**config.mk**
```make
export PLATFORM = sky130hd
export DESIGN_NAME = file_ctrl_flat
export DESIGN_NICKNAME = d
export VERILOG_FILES = /design/src/rtl/file_ctrl_if.sv /design/src/rtl/file_ctrl.sv /design/src/flat_wrapper.sv
export SDC_FILE = /design/constraint.sdc
export NUM_CORES = 1
export LEC_CHECK = 0
export ABC_AREA = 1
export CORE_MARGIN = 4
export CORE_UTILIZATION = 46
export DETAILED_ROUTE_END_ITERATION = 12
export HOLD_SLACK_MARGIN = 0.06
export PLACE_DENSITY = 0.82
export SYNTH_ARGS = -nofsm -noshare
export SYNTH_HDL_FRONTEND = slang
export SYNTH_SLANG_ARGS = --single-unit
```
**constraint.sdc**
```tcl
create_clock -name clk -period 2.2 [get_ports clk]
set_clock_uncertainty 0.15 [all_clocks]
set_input_delay 0.44 -clock clk [delete_from_list [all_inputs] [get_ports clk]]
set_output_delay 0.44 -clock clk [all_outputs]
set_load 0.05 [all_outputs]
```
**src/rtl/file_ctrl_if.sv**
```systemverilog
// Command/response and register-file port bundle for file_ctrl.
// slave  : the sequencer (takes commands, drives the file port).
// master : the environment (core issuing commands, register file returning file_out).
interface file_ctrl_if #(
    parameter int AW = 8,
    parameter int DW = 8
);
    // Command channel: a command transfers on a rising edge where
    // cmd_valid and cmd_ready are both high; cmd_ready is high only while
    // the sequencer is idle, and nothing offered while it is busy is taken.
    logic          cmd_valid;
    logic          cmd_ready;
    logic [1:0]    cmd_op;
    logic [AW-1:0] cmd_addr;
    logic [AW-1:0] cmd_addr2;
    logic [DW-1:0] cmd_data;

    // Response: single-cycle pulse, rsp_err qualifies it.
    logic          rsp_valid;
    logic [DW-1:0] rsp_data;
    logic          rsp_err;

    // Register file access port.
    logic          file_en;
    logic [3:0]    operation;
    logic [AW-1:0] addr;
    logic [DW-1:0] ac;
    logic [DW-1:0] file_out;

    modport slave (
        input  cmd_valid, cmd_op, cmd_addr, cmd_addr2, cmd_data, file_out,
        output cmd_ready, rsp_valid, rsp_data, rsp_err,
        output file_en, operation, addr, ac
    );

    modport master (
        output cmd_valid, cmd_op, cmd_addr, cmd_addr2, cmd_data, file_out,
        input  cmd_ready, rsp_valid, rsp_data, rsp_err,
        input  file_en, operation, addr, ac
    );
endinterface

```
**src/rtl/file_ctrl.sv**
```systemverilog
// file_ctrl: initiator-side sequencer for the CPU register file port.
// Runs LOAD / STORE / COPY / XCHG one at a time and returns a one-cycle
// response. Optional build macro FILE_CTRL_VERIFY_EN adds a read-back of
// every write (WR -> RD2 -> RW2 -> DONE) that flags a mismatch in rsp_err.
module file_ctrl #(
    parameter int DEPTH = 16,
    parameter int AW    = 8,
    parameter int DW    = 8
) (
    input  logic       clk,
    input  logic       rst,
    file_ctrl_if.slave bus,
    output logic [2:0] state_dbg
);

    localparam logic [1:0] OP_LOAD  = 2'b00;
    localparam logic [1:0] OP_STORE = 2'b01;
    localparam logic [1:0] OP_COPY  = 2'b10;
    localparam logic [1:0] OP_XCHG  = 2'b11;

    localparam logic [3:0] FOP_READ  = 4'b0000;
    localparam logic [3:0] FOP_WRITE = 4'b0001;

`ifdef FILE_CTRL_VERIFY_EN
    typedef enum logic [2:0] {
        S_IDLE = 3'd0,
        S_RD   = 3'd1,
        S_RW   = 3'd2,
        S_WR   = 3'd3,
        S_DONE = 3'd4,
        S_RD2  = 3'd5,
        S_RW2  = 3'd6
    } state_t;
`else
    typedef enum logic [2:0] {
        S_IDLE = 3'd0,
        S_RD   = 3'd1,
        S_RW   = 3'd2,
        S_WR   = 3'd3,
        S_DONE = 3'd4
    } state_t;
`endif

    state_t state_q;
    state_t state_d;

    // Latched command and temp register.
    logic [1:0]    op_q;
    logic [AW-1:0] addr_q;
    logic [AW-1:0] addr2_q;
    logic [DW-1:0] data_q;
    logic [DW-1:0] temp_q;

    // Registered response.
    logic          rsp_valid_q;
    logic [DW-1:0] rsp_data_q;
    logic          rsp_err_q;

    logic          accept;
    logic          cmd_ok;
    logic [AW-1:0] wr_addr;
    logic [DW-1:0] wr_val;

    function automatic logic addr_in_range(input logic [AW-1:0] a);
        return 32'(a) < 32'(DEPTH);
    endfunction

    assign accept = bus.cmd_valid && bus.cmd_ready;

    // COPY uses both addresses; every other op uses only cmd_addr.
    assign cmd_ok = addr_in_range(bus.cmd_addr) &&
                    ((bus.cmd_op != OP_COPY) || addr_in_range(bus.cmd_addr2));

    // COPY writes the read value to the second address; the rest write cmd_data to cmd_addr.
    assign wr_addr = (op_q == OP_COPY) ? addr2_q : addr_q;
    assign wr_val  = (op_q == OP_COPY) ? temp_q  : data_q;

    assign state_dbg = state_q;

    // State register.
    always_ff @(posedge clk or posedge rst) begin
        if (rst) begin
            state_q <= S_IDLE;
        end else begin
            state_q <= state_d;
        end
    end

    // Next-state decode.
    always_comb begin
        state_d = state_q;
        case (state_q)
            S_IDLE: begin
                if (accept) begin
                    if (!cmd_ok) begin
                        state_d = S_DONE;
                    end else if (bus.cmd_op == OP_STORE) begin
                        state_d = S_WR;
                    end else begin
                        state_d = S_RD;
                    end
                end
            end
            S_RD:   state_d = S_RW;
            S_RW:   state_d = (op_q == OP_LOAD) ? S_DONE : S_WR;
`ifdef FILE_CTRL_VERIFY_EN
            S_WR:   state_d = S_RD2;
            S_RD2:  state_d = S_RW2;
            S_RW2:  state_d = S_DONE;
`else
            S_WR:   state_d = S_DONE;
`endif
            S_DONE: state_d = S_IDLE;
            default: state_d = S_IDLE;
        endcase
    end

    // File-port and handshake outputs decoded from state and latched command.
    always_comb begin
        bus.cmd_ready = 1'b0;
        bus.file_en   = 1'b0;
        bus.operation = FOP_READ;
        bus.addr      = '0;
        bus.ac        = '0;
        case (state_q)
            S_IDLE: bus.cmd_ready = 1'b1;
            S_RD: begin
                bus.file_en   = 1'b1;
                bus.operation = FOP_READ;
                bus.addr      = addr_q;
            end
            S_WR: begin
                bus.file_en   = 1'b1;
                bus.operation = FOP_WRITE;
                bus.addr      = wr_addr;
                bus.ac        = wr_val;
            end
`ifdef FILE_CTRL_VERIFY_EN
            S_RD2: begin
                bus.file_en   = 1'b1;
                bus.operation = FOP_READ;
                bus.addr      = wr_addr;
            end
`endif
            default: ;
        endcase
    end

    // Command latch and temp capture at the edge closing RW.
    always_ff @(posedge clk or posedge rst) begin
        if (rst) begin
            op_q    <= '0;
            addr_q  <= '0;
            addr2_q <= '0;
            data_q  <= '0;
            temp_q  <= '0;
        end else begin
            if (accept) begin
                op_q    <= bus.cmd_op;
                addr_q  <= bus.cmd_addr;
                addr2_q <= bus.cmd_addr2;
                data_q  <= bus.cmd_data;
            end
            if (state_q == S_RW) begin
                temp_q <= bus.file_out;
            end
        end
    end

    // Response registers: loaded on the edge entering DONE, pulse lasts one cycle,
    // rsp_data is held until the next response.
    always_ff @(posedge clk or posedge rst) begin
        if (rst) begin
            rsp_valid_q <= 1'b0;
            rsp_data_q  <= '0;
            rsp_err_q   <= 1'b0;
        end else begin
            rsp_valid_q <= (state_d == S_DONE);
            rsp_err_q   <= 1'b0;
            if (state_d == S_DONE) begin
                case (state_q)
                    S_IDLE: begin
                        rsp_data_q <= '0;
                        rsp_err_q  <= 1'b1;
                    end
                    S_RW:   rsp_data_q <= bus.file_out;
                    S_WR:   rsp_data_q <= (op_q == OP_STORE) ? data_q : temp_q;
`ifdef FILE_CTRL_VERIFY_EN
                    S_RW2: begin
                        rsp_data_q <= (op_q == OP_STORE) ? data_q : temp_q;
                        rsp_err_q  <= (bus.file_out != wr_val);
                    end
`endif
                    default: ;
                endcase
            end
        end
    end

    assign bus.rsp_valid = rsp_valid_q;
    assign bus.rsp_data  = rsp_data_q;
    assign bus.rsp_err   = rsp_err_q;

endmodule

```
**src/flat_wrapper.sv**
```systemverilog
// flat-port wrapper written by rule: the top's interface ports become plain ports
module file_ctrl_flat 
#(
    parameter int DEPTH = 16,
    parameter int AW    = 8,
    parameter int DW    = 8
)
  (clk, rst, state_dbg, bus_cmd_valid, bus_cmd_op, bus_cmd_addr, bus_cmd_addr2, bus_cmd_data, bus_file_out, bus_cmd_ready, bus_rsp_valid, bus_rsp_data, bus_rsp_err, bus_file_en, bus_operation, bus_addr, bus_ac);
  file_ctrl_if #(.AW(AW), .DW(DW)) bus_i ();
  input  logic clk;
  input  logic rst;
  output logic [2:0] state_dbg;
  input wire logic [$bits(bus_i.cmd_valid)-1:0] bus_cmd_valid;
  input wire logic [$bits(bus_i.cmd_op)-1:0] bus_cmd_op;
  input wire logic [$bits(bus_i.cmd_addr)-1:0] bus_cmd_addr;
  input wire logic [$bits(bus_i.cmd_addr2)-1:0] bus_cmd_addr2;
  input wire logic [$bits(bus_i.cmd_data)-1:0] bus_cmd_data;
  input wire logic [$bits(bus_i.file_out)-1:0] bus_file_out;
  output wire logic [$bits(bus_i.cmd_ready)-1:0] bus_cmd_ready;
  output wire logic [$bits(bus_i.rsp_valid)-1:0] bus_rsp_valid;
  output wire logic [$bits(bus_i.rsp_data)-1:0] bus_rsp_data;
  output wire logic [$bits(bus_i.rsp_err)-1:0] bus_rsp_err;
  output wire logic [$bits(bus_i.file_en)-1:0] bus_file_en;
  output wire logic [$bits(bus_i.operation)-1:0] bus_operation;
  output wire logic [$bits(bus_i.addr)-1:0] bus_addr;
  output wire logic [$bits(bus_i.ac)-1:0] bus_ac;
  assign bus_i.cmd_valid = bus_cmd_valid;
  assign bus_i.cmd_op = bus_cmd_op;
  assign bus_i.cmd_addr = bus_cmd_addr;
  assign bus_i.cmd_addr2 = bus_cmd_addr2;
  assign bus_i.cmd_data = bus_cmd_data;
  assign bus_i.file_out = bus_file_out;
  assign bus_cmd_ready = bus_i.cmd_ready;
  assign bus_rsp_valid = bus_i.rsp_valid;
  assign bus_rsp_data = bus_i.rsp_data;
  assign bus_rsp_err = bus_i.rsp_err;
  assign bus_file_en = bus_i.file_en;
  assign bus_operation = bus_i.operation;
  assign bus_addr = bus_i.addr;
  assign bus_ac = bus_i.ac;
  file_ctrl #(.DEPTH(DEPTH), .AW(AW), .DW(DW)) u_core (.clk(clk), .rst(rst), .bus(bus_i), .state_dbg(state_dbg));
endmodule
```
==> metrics.txt <==
clock group share of total power 0.136; Clock Latency Late Sink 0.30 ns; RSZ-0062 raised after global routing true; Core Box Area 0.00479 mm2; Yosys reg bits 47; top cells by area, synth dfrtp_1, nand2_1, nand3_1, inv_1, o21ai_0; largest family of logic cells by synthesized area simple AND/OR/NAND/NOR gates; Clock Pin Slew Worst Setup and Hold Paths 0.09 ns; critical-path cell list inv_2, nand2_2, inv_2, buf_4, nand3_1, a21oi_2, buf_12; final wirelength 6550 um; final routed DRC violation total 0; final period utilization 0.989; share of layout cells above drive strength 1 0.219; final setup vio count 0; I/O pins 72; Post-layout nets 419; post-synthesis simple-gate area fraction 0.284; vias in the first global route 2231; row count 25; Net Sw Frac 0.453; Pre-antenna DRT Iters 4; starting density of the core 0.481; Max-slew headroom 0.658; CTS max path bufs 2; worst slew pin tran 0.511 ns; antenna violations before repair 0; crit-path leading delay family buffers and inverters; Main synth FF type dfrtp_1; P_leak 1.70 nW; minimum clock period 2.18 ns; Max Freq 0.460 GHz; Die Wd 78.7 um; post-route cell area 0.00354 mm2; DRT antenna net count 0; Die Y 78.7 um; GRT overflow 0; CTS tree built; hold buffer count at CTS 0; Mean Syn Cell Area 7.67 um2; top-count cell post-synth nand2_1; Buf/Inv on CP 4; worst path arrival time 1.59 ns; DP HPWL 4640 um; synthesized cell area 0.00230 mm2; post-synthesis xor/xnor area fraction 0; Synth top cells by count nand2_1, dfrtp_1, inv_1; largest net degree at the start of global routing 23; TritonCTS Sinks 47; post-synth top area share 0.511; synthesized-area fraction occupied by adder cells 0; sequential area share after synthesis 0.511; switching power 1.69 mW; Tot Pwr 3.73 mW; Vias/cell 5.08; Synth Area in Compound Gates 0.114; critical path class reg2out; PwrDens 1050 mW/mm2; slowest CP cell dfrtp_1; Buffers on Ports 68; Area growth, synth to finish 54.0%; CP Launch Type flip-flop; reg-to-reg startpoint u_core.state_dbg[2]; Synth async-reset ratio 1.00; r2r endpoint u_core.bus.rsp_data[4]; WL per Instance 14.6 um; filler cell count 354; starting DRC count in detailed routing 184; # diodes 0; reg2reg path depth 7; max-cap viol count 0; root buffer cell clkbuf_8; mux contribution to synthesized area 0; most used cell, CP inv_2; critical path fanouts, max 5; Tot GR Track Use 0.213; Internal 2.04 mW; Cells after Synth 300; Final Hold Vio Count 0; worst vdd ir 0.521 mV; synth warn 0; count of pins over their slew limit 0; count of cell types in the netlist 19; status finished clean; global-route wire length before repair 10400 um; flop-to-flop setup slack 0.42 ns; sequential share of power 0.386; Post-DP Area 0.00333 mm2; die area 0.00620 mm2; Hold WC Path Type in2async; post-synth top area cell dfrtp_1; Setup crit end kind output port; htree depth 2; vias after detailed routing 2288; Worst path max stage delay 0.43 ns; TritonCTS Buffers 5; worst endpoint required time 1.61 ns; EDFF count, synth 0; Comb pwr share 0.478; Placer Congestion 0.840
==> worst reg2reg max path, stage by stage (launching register included) <==
cell and delay [ns]:
dfrtp_1 0.48, nor2_1 0.17, nand2_1 0.14, nor2_4 0.26
nand2_2 0.23, nand2_4 0.16, nand2_1 0.07, nand2_1 0.06
==> layer usage <==
layer / global-route usage / share of wire / vias up
met4: 0.0734 / 0.025 / 0
met1: 0.258 / 0.42 / 1053
met2: 0.370 / 0.49 / 117
met5: 0 / 0 / -
met3: 0.0522 / 0.069 / 16
li1: - / - / 1102
==> cells in the final DEF (no fill, tap or decap) <==
cell and n:
nand2_1 115, clkdlybuf4s50_1 46, dfrtp_1 45, inv_1 27
nand3_1 23, o21ai_1 21, buf_4 19, buf_12 19
o21ai_0 11, a21oi_4 9, a21oi_2 8, nor2_1 7
inv_2 5, nand2_2 5, clkbuf_8 5, nor2_4 3
conb_1 3, clkinv_2 3, dfrtp_2 2, nand2_4 1
nand4_1 1, o21ai_2 1, nand3_2 1, nor2_2 1
buf_6 1, buf_8 1
==> logic make-up after synthesis <==
group / after synthesis
AOI/OAI and AO/OA: 50
and+or+nand+nor: 156
buffers and inverters: 46
other: 1
DFF: 47
==> repair_timing <==
action                     in CTS  in global routing
gates cloned                    1                  1
pin swaps                       1                  7
buffers inserted                4                  5
setup endpoints to repair      15                 16
resized for setup               8                 12
==> power groups by stage <==
| stage | combinational, mW | sequential [mW] | clock, mW |
|---|---|---|---|
| global route | 1.95 | 1.47 | 0.544 |
| CTS | 1.67 | 1.43 | 0.508 |
| detailed placement | 1.63 | 1.44 | 0 |
| floorplan | 0.981 | 1.55 | 0 |
| global placement | 1.59 | 1.42 | 0 |
| finish | 1.78 | 1.44 | 0.506 |
==> through the flow <==
step                      hold WS, ns  setup TNS, ns  cells  setup slack, ns   util
after detailed placement        0.309              0    431            0.171  0.696
after CTS                       0.320        -0.0424    444          -0.0141  0.727
final                           0.308              0    450           0.0243  0.741
after floorplan                 0.292         -0.730    302          -0.0779      -
after global placement          0.305              0    431            0.217  0.696
after global routing            0.361         -0.347    450          -0.0452  0.741
==> registers in the layout, indices dropped and copies added, names as in the netlist <==
signal                cells
u_core.data_q             8
u_core.op_q               2
u_core.state_dbg          3
u_core.addr2_q            8
u_core.bus.rsp_data       8
u_core.addr_q             8
u_core.bus.rsp_valid      1
u_core.temp_q             8
u_core.bus.rsp_err        1
==> final cells by class <==
type	instances	area [um2]	share of cell area
tap	67	83.8	0.0236
inverter	32	120	0.0339
clock buffer	5	68.8	0.0194
multi-input combinational	210	1070	0.301
timing repair buffer	86	1010	0.285
sequential	47	1180	0.333
clock inverter	3	15.0	0.00424
==> how the worst max path moves through the flow <==
| stage | cells after the start | slack, ns | from | to |
|---|---|---|---|---|
| 2_1_floorplan | 4 | -0.08 | u_core.state_dbg[1] | bus_addr[1] |
| 3_3_place_gp | 5 | 0.22 | u_core.state_dbg[0] | bus_ac[3] |
| 3_5_place_dp | 5 | 0.17 | u_core.state_dbg[0] | bus_ac[3] |
| 4_1_cts | 7 | -0.01 | u_core.op_q[0] | bus_addr[6] |
| 5_1_grt | 7 | -0.05 | u_core.op_q[0] | bus_addr[7] |
| 6_report | 7 | 0.02 | u_core.op_q[0] | bus_addr[7] |
(Power assumes the default switching activity.)
